===== src/rtl/down_mixer_acc.sv =====
// Complex down-mixer with windowed integration: three-stage multiply/sum/accumulate
// pipeline, then an arithmetic shift and saturation of the accumulated I/Q result.
module down_mixer_acc #(
  parameter int INPUT_WIDTH  = 16,
  parameter int OUTPUT_WIDTH = 16,
  parameter int CNT_WIDTH    = 10,
  parameter int OUT_SHIFT    = 16
) (
  input  logic                           clk,
  input  logic                           rst,
  input  logic                           start,
  input  logic [CNT_WIDTH-1:0]           acc_len,
  input  logic                           mode,
  input  logic                           in_valid,
  input  logic signed [INPUT_WIDTH-1:0]  i_in_1,
  input  logic signed [INPUT_WIDTH-1:0]  q_in_1,
  input  logic signed [INPUT_WIDTH-1:0]  i_in_2,
  input  logic signed [INPUT_WIDTH-1:0]  q_in_2,
  output logic                           busy,
  output logic                           out_valid,
  output logic signed [OUTPUT_WIDTH-1:0] i_out,
  output logic signed [OUTPUT_WIDTH-1:0] q_out,
  output logic                           sat_flag
);

  localparam int ACC_WIDTH = 2*INPUT_WIDTH + 1 + CNT_WIDTH;
  localparam int PROD_W    = 2*INPUT_WIDTH;
  localparam int SUM_W     = PROD_W + 1;

  localparam logic signed [ACC_WIDTH-1:0] MAX_V =
    {{(ACC_WIDTH-OUTPUT_WIDTH+1){1'b0}}, {(OUTPUT_WIDTH-1){1'b1}}};
  localparam logic signed [ACC_WIDTH-1:0] MIN_V =
    {{(ACC_WIDTH-OUTPUT_WIDTH+1){1'b1}}, {(OUTPUT_WIDTH-1){1'b0}}};

  typedef enum logic [1:0] {
    S_IDLE = 2'd0,
    S_ACC  = 2'd1,
    S_WAIT = 2'd2
  } state_t;

  state_t                       r_state;
  logic [CNT_WIDTH-1:0]         r_left;
  logic                         r_mode;
  logic                         r_s1_vld, r_s1_last;
  logic signed [PROD_W-1:0]     r_p_ii, r_p_qq, r_p_iq, r_p_qi;
  logic                         r_s2_vld, r_s2_last;
  logic signed [SUM_W-1:0]      r_sum_i, r_sum_q;
  logic                         r_s3_last;
  logic signed [ACC_WIDTH-1:0]  r_acc_i, r_acc_q;

  logic                         w_accept, w_last;
  logic signed [PROD_W-1:0]     w_p_ii, w_p_qq, w_p_iq, w_p_qi;
  logic signed [ACC_WIDTH-1:0]  w_sh_i, w_sh_q;
  logic signed [OUTPUT_WIDTH-1:0] w_out_i, w_out_q;
  logic                         w_clip_i, w_clip_q;

  assign busy     = (r_state != S_IDLE);
  assign w_accept = (r_state == S_ACC) && in_valid;
  assign w_last   = w_accept && (r_left == CNT_WIDTH'(1));

  assign w_p_ii = PROD_W'(i_in_1) * PROD_W'(i_in_2);
  assign w_p_qq = PROD_W'(q_in_1) * PROD_W'(q_in_2);
  assign w_p_iq = PROD_W'(i_in_1) * PROD_W'(q_in_2);
  assign w_p_qi = PROD_W'(q_in_1) * PROD_W'(i_in_2);

  assign w_sh_i = r_acc_i >>> OUT_SHIFT;
  assign w_sh_q = r_acc_q >>> OUT_SHIFT;

  always_comb begin
    w_out_i  = w_sh_i[OUTPUT_WIDTH-1:0];
    w_clip_i = 1'b0;
    if (w_sh_i > MAX_V) begin
      w_out_i  = MAX_V[OUTPUT_WIDTH-1:0];
      w_clip_i = 1'b1;
    end else if (w_sh_i < MIN_V) begin
      w_out_i  = MIN_V[OUTPUT_WIDTH-1:0];
      w_clip_i = 1'b1;
    end
  end

  always_comb begin
    w_out_q  = w_sh_q[OUTPUT_WIDTH-1:0];
    w_clip_q = 1'b0;
    if (w_sh_q > MAX_V) begin
      w_out_q  = MAX_V[OUTPUT_WIDTH-1:0];
      w_clip_q = 1'b1;
    end else if (w_sh_q < MIN_V) begin
      w_out_q  = MIN_V[OUTPUT_WIDTH-1:0];
      w_clip_q = 1'b1;
    end
  end

  always_ff @(posedge clk or posedge rst) begin
    if (rst) begin
      r_state   <= S_IDLE;
      r_left    <= '0;
      r_mode    <= 1'b0;
      r_s1_vld  <= 1'b0;
      r_s1_last <= 1'b0;
      r_p_ii    <= '0;
      r_p_qq    <= '0;
      r_p_iq    <= '0;
      r_p_qi    <= '0;
      r_s2_vld  <= 1'b0;
      r_s2_last <= 1'b0;
      r_sum_i   <= '0;
      r_sum_q   <= '0;
      r_s3_last <= 1'b0;
      r_acc_i   <= '0;
      r_acc_q   <= '0;
      out_valid <= 1'b0;
      i_out     <= '0;
      q_out     <= '0;
      sat_flag  <= 1'b0;
    end else begin
      out_valid <= 1'b0;

      r_s1_vld  <= w_accept;
      r_s1_last <= w_last;
      if (w_accept) begin
        r_p_ii <= w_p_ii;
        r_p_qq <= w_p_qq;
        r_p_iq <= w_p_iq;
        r_p_qi <= w_p_qi;
      end

      r_s2_vld  <= r_s1_vld;
      r_s2_last <= r_s1_last;
      if (r_s1_vld) begin
        if (r_mode) begin
          r_sum_i <= SUM_W'(r_p_ii) - SUM_W'(r_p_qq);
          r_sum_q <= SUM_W'(r_p_iq) + SUM_W'(r_p_qi);
        end else begin
          r_sum_i <= SUM_W'(r_p_ii) + SUM_W'(r_p_qq);
          r_sum_q <= SUM_W'(r_p_iq) - SUM_W'(r_p_qi);
        end
      end

      r_s3_last <= r_s2_vld && r_s2_last;
      if (r_s2_vld) begin
        r_acc_i <= r_acc_i + ACC_WIDTH'(r_sum_i);
        r_acc_q <= r_acc_q + ACC_WIDTH'(r_sum_q);
      end

      case (r_state)
        S_IDLE: begin
          // pipeline is drained whenever IDLE is reached, so clearing here is safe
          if (start) begin
            r_left  <= (acc_len == '0) ? CNT_WIDTH'(1) : acc_len;
            r_mode  <= mode;
            r_acc_i <= '0;
            r_acc_q <= '0;
            r_state <= S_ACC;
          end
        end
        S_ACC: begin
          if (w_accept) begin
            r_left <= r_left - CNT_WIDTH'(1);
            if (w_last) r_state <= S_WAIT;
          end
        end
        S_WAIT: begin
          if (r_s3_last) begin
            i_out     <= w_out_i;
            q_out     <= w_out_q;
            sat_flag  <= w_clip_i || w_clip_q;
            out_valid <= 1'b1;
            r_state   <= S_IDLE;
          end
        end
        default: r_state <= S_IDLE;
      endcase
    end
  end

endmodule


===== config.mk =====
export PLATFORM = sky130hd
export DESIGN_NAME = down_mixer_acc
export DESIGN_NICKNAME = d
export VERILOG_FILES = /design/src/rtl/down_mixer_acc.sv
export SDC_FILE = /design/constraint.sdc
export NUM_CORES = 2
export LEC_CHECK = 0
export CELL_PAD_IN_SITES_DETAIL_PLACEMENT = 2
export CELL_PAD_IN_SITES_GLOBAL_PLACEMENT = 2
export CORE_MARGIN = 3
export CORE_UTILIZATION = 45
export DETAILED_ROUTE_END_ITERATION = 8
export GPL_TIMING_DRIVEN = 0
export PLACE_DENSITY_LB_ADDON = 0.1
export RECOVER_POWER = 25
export SYNTH_ARGS = -nofsm -noshare
export SYNTH_HDL_FRONTEND = slang
export SYNTH_SLANG_ARGS = --single-unit

===== constraint.sdc =====
create_clock -name clk -period 19 [get_ports clk]
set_input_delay 3.8 -clock clk [delete_from_list [all_inputs] [get_ports clk]]
set_output_delay 3.8 -clock clk [all_outputs]
set_load 0.01 [all_outputs]

==> run metrics <==
leading cell types by count after synthesis=sky130_fd_sc_hd__inv_1 (1,241), sky130_fd_sc_hd__fa_1 (1,052), sky130_fd_sc_hd__nand2_1 (822); residual DRC count=0; row count=133; Filler Cells Inserted=14,400; fraction of registers with async set/reset=100%; result of the run=finished, violations left; kind of capture point of the worst setup path=flop; total overflow reported by the global router=0; routed wire length per instance=29.2 µm; GRT Total Usage=37.0%; clock period minus worst slack=13,070 ps; number of slew-limit violations in the final report=146; kind of launch point of the worst setup path=primary input; routability cong.=0.932; final antenna-violating net count=0; violated checks=capacitance limit, slew limit; die extent in y=373 µm; HPWL after detailed placement=210,000 µm; number of buffers and inverters on the critical path=5; width of the die=373 µm; sequential share of the synthesized area=13.7%; synthesized instance count=6,737; final clock skew=39.4 ps; maximum root-to-sink buffer count=3; largest area contributor in the synthesized netlist=sky130_fd_sc_hd__fa_1; level count of the clock H-tree=2; count of TritonRoute iterations in the first routing pass=5; min-delay worst type=flop to flop; clock latency of the later-clocked register in the worst-skew pair=610 ps; layout cells sized above 1=2.34%; slowest CP cell=sky130_fd_sc_hd__buf_1; smallest setup slack after layout=5930 ps; required time of the worst setup path=19,420 ps; Clk Tree Root Cell=sky130_fd_sc_hd__clkbuf_16; CTS tree=built; Post-Place Cell Area=0.0639 mm²; number of ports placed on the die boundary=114; number of max-cap violations=4; count of flip-flops with a built-in enable after synthesis=0; number of gates given a new drive strength after cts=0; Mapped Avg Cell Area=8.97 µm²; Yosys warning total=0; data arrival time of the worst path=13,490 ps; count of hold-fix buffers inserted at cts=0; count of state elements after synthesis=332; maximum frequency from static timing analysis=0.0765 GHz; first-pass GRT wire length=377,000 µm; placeable core area=0.132 mm²; final std cell area, no fill=0.0653 mm²; drt via density=5.82; via total after detailed routing=50,700; count of final hold-check violations=0; clock buffer count from CTS=40; final-layout worst hold slack=377 ps; Area contributors post-synth=sky130_fd_sc_hd__fa_1 (35%), sky130_fd_sc_hd__dfrtp_1 (14%), sky130_fd_sc_hd__ha_1 (9.9%); fraction of post-synthesis cell area in the top cell type by area=34.8%; via count of the first global-routing pass=59,500; largest delay contributor family on the critical path=adder cells; initial cell density of the core=45.6%; signed area change from the synthesized netlist to the final layout=8.01%; number of antenna violations at the first check in global routing=30; library cell appearing most often on the critical path=sky130_fd_sc_hd__fa_1; part of the cycle the worst path needs=68.8%; Total Die Area=0.139 mm²; type of the worst setup path=primary input to flop; unrepaired setup endpoints after global routing=no; Clk pin slew, worst setup/hold paths=70 ps; maximum number of pins on one net before global-route repair=117; post-detailed-routing wire length=254,000 µm; slowest stage delay, CP=1190 ps; Yosys cell types=97; detailed router's first-iteration violation count=3,062; actual slew at the worst max-slew pin=5340 ps; worst-path maximum fanout=11; # nets final=8,506; syn_nets=8,348; total negative slack for setup checks=0 ps; clock sink count=332; dominant register cell in the synthesized netlist=sky130_fd_sc_hd__dfrtp_1; worst slack at placement=5510 ps; number of endpoints failing setup at the final stage=0; cell-by-cell trace of the critical path=clkdlybuf4s50_1 -> inv_1 -> buf_1 -> nor2_1 -> fa_1 -> fa_1 -> fa_1 -> fa_1 -> fa_1 -> inv_1 -> fa_1 -> inv_1 -> ha_1 -> a21o_1 -> a21o_1 -> a21oi_1 -> o21ai_0 -> a2111oi_2 -> nor2_1 -> a211oi_1 -> o21bai_1 -> xnor2_1 -> o21ai_0; Max transition margin=-256%; cell with the most instances after synthesis=sky130_fd_sc_hd__inv_1; port buffer count=113; number of setup buffers added after CTS=0; post-synthesis cell area=0.0605 mm²
final timing paths:
kind / startpoint / cells after the start / end / slack (ps)
worst max-delay path: q_in_2[15] / 23 / r_p_qq[31]$_DFFE_PP0P_ / 5930
worst min-delay path: r_s1_last$_DFF_PP0_ / 0 / r_s2_last$_DFF_PP0_ / 380
worst max register to register: r_p_qq[2]$_DFFE_PP0P_ / 18 / r_sum_i[31]$_DFFE_PP0P_ / 13830
worst min register to register: r_s1_last$_DFF_PP0_ / 0 / r_s2_last$_DFF_PP0_ / 380
max in group asynchronous: rst / 2 / r_acc_q[18]$_DFF_PP0_ / 11260
min in group asynchronous: rst / 2 / r_acc_i[12]$_DFF_PP0_ / 5240
worst reg2reg max path: cells and delay by family, from the launching register on:
kind | cells | cell delay [ps]
AO/OA/AOI/OAI | 10 | 2120
AND/OR/NAND/NOR | 6 | 2080
flip-flops | 1 | 440
adder cells (fa/ha/maj) | 1 | 240
XOR/XNOR | 1 | 200
logic make-up (layout without fill, tap and decap cells):
logic type      Yosys count  after routing  synth area share, %
compound gates         1013           1013                 10.6
xor+xnor                292            292                 4.23
fa+ha+maj              1532           1532                 44.8
buf+inv                1523           1709                 9.50
flops                   332            332                 13.7
mux                      87             87                 1.51
other cells               0             22                    0
simple gates           1958           1958                 15.7
placed cells by master (no fill, tap or decap), types with 40 or more instances in the layout:
cell,Yosys,final
sky130_fd_sc_hd__nor3_1,59,59
sky130_fd_sc_hd__nand2b_1,51,51
sky130_fd_sc_hd__o21ai_0,281,282
sky130_fd_sc_hd__clkdlybuf4s50_1,0,112
sky130_fd_sc_hd__inv_1,1241,1240
sky130_fd_sc_hd__dfrtp_1,332,332
sky130_fd_sc_hd__and2_1,496,496
sky130_fd_sc_hd__o21bai_1,44,44
sky130_fd_sc_hd__nand2_1,822,822
sky130_fd_sc_hd__nand3_1,65,65
sky130_fd_sc_hd__xor2_1,103,103
sky130_fd_sc_hd__clkbuf_1,259,260
sky130_fd_sc_hd__a21oi_1,253,253
sky130_fd_sc_hd__xnor2_1,189,189
sky130_fd_sc_hd__a21o_1,139,139
sky130_fd_sc_hd__fa_1,1052,1052
sky130_fd_sc_hd__mux2i_1,51,51
sky130_fd_sc_hd__ha_1,480,480
sky130_fd_sc_hd__a31oi_1,47,48
sky130_fd_sc_hd__clkbuf_16,0,40
sky130_fd_sc_hd__nor2_1,279,279
metal layers:
metal	vias to the layer above	track usage, %	part of all wire [%]
li1	21400	-	-
met1	26700	41.3	36
met2	1796	63.5	49
met3	708	7.13	6.7
met4	10	25.7	8.2
met5	-	0	0.027
metrics by stage:
stage	cells	util, %
floorplan	6737	-
global placement	8605	48.2
detailed placement	8608	48.2
CTS	8678	49.3
global route	8682	49.3
finish	8700	49.3
area by class of cell:
cell class                 count  area (µm²)  share of cell area [%]
inverter                    1242        4660                    7.14
sequential                   332        8310                    12.7
tap                         1755        2200                    3.36
antenna                       22        55.1                  0.0843
clock inverter                25         352                   0.538
multi-input combinational   4882       46400                    71.0
timing repair buffer         116        1200                    1.84
buffer                       281        1080                    1.66
clock buffer                  45        1050                    1.61
sequential cells by signal (all words and copies together) (netlist names):
register,flops
i_out,16
r_p_qq,32
r_acc_q,43
r_s3_last,1
r_state,2
r_left,10
r_acc_i,43
r_mode,1
r_sum_i,33
r_s2_last,1
r_p_qi,32
out_valid,1
sat_flag,1
r_s1_last,1
r_p_ii,32
r_p_iq,32
r_s2_vld,1
q_out,16
r_s1_vld,1
r_sum_q,33
Power is not shown: default switching activity piles up to over one toggle a cycle in this logic, so the estimate is an artifact.
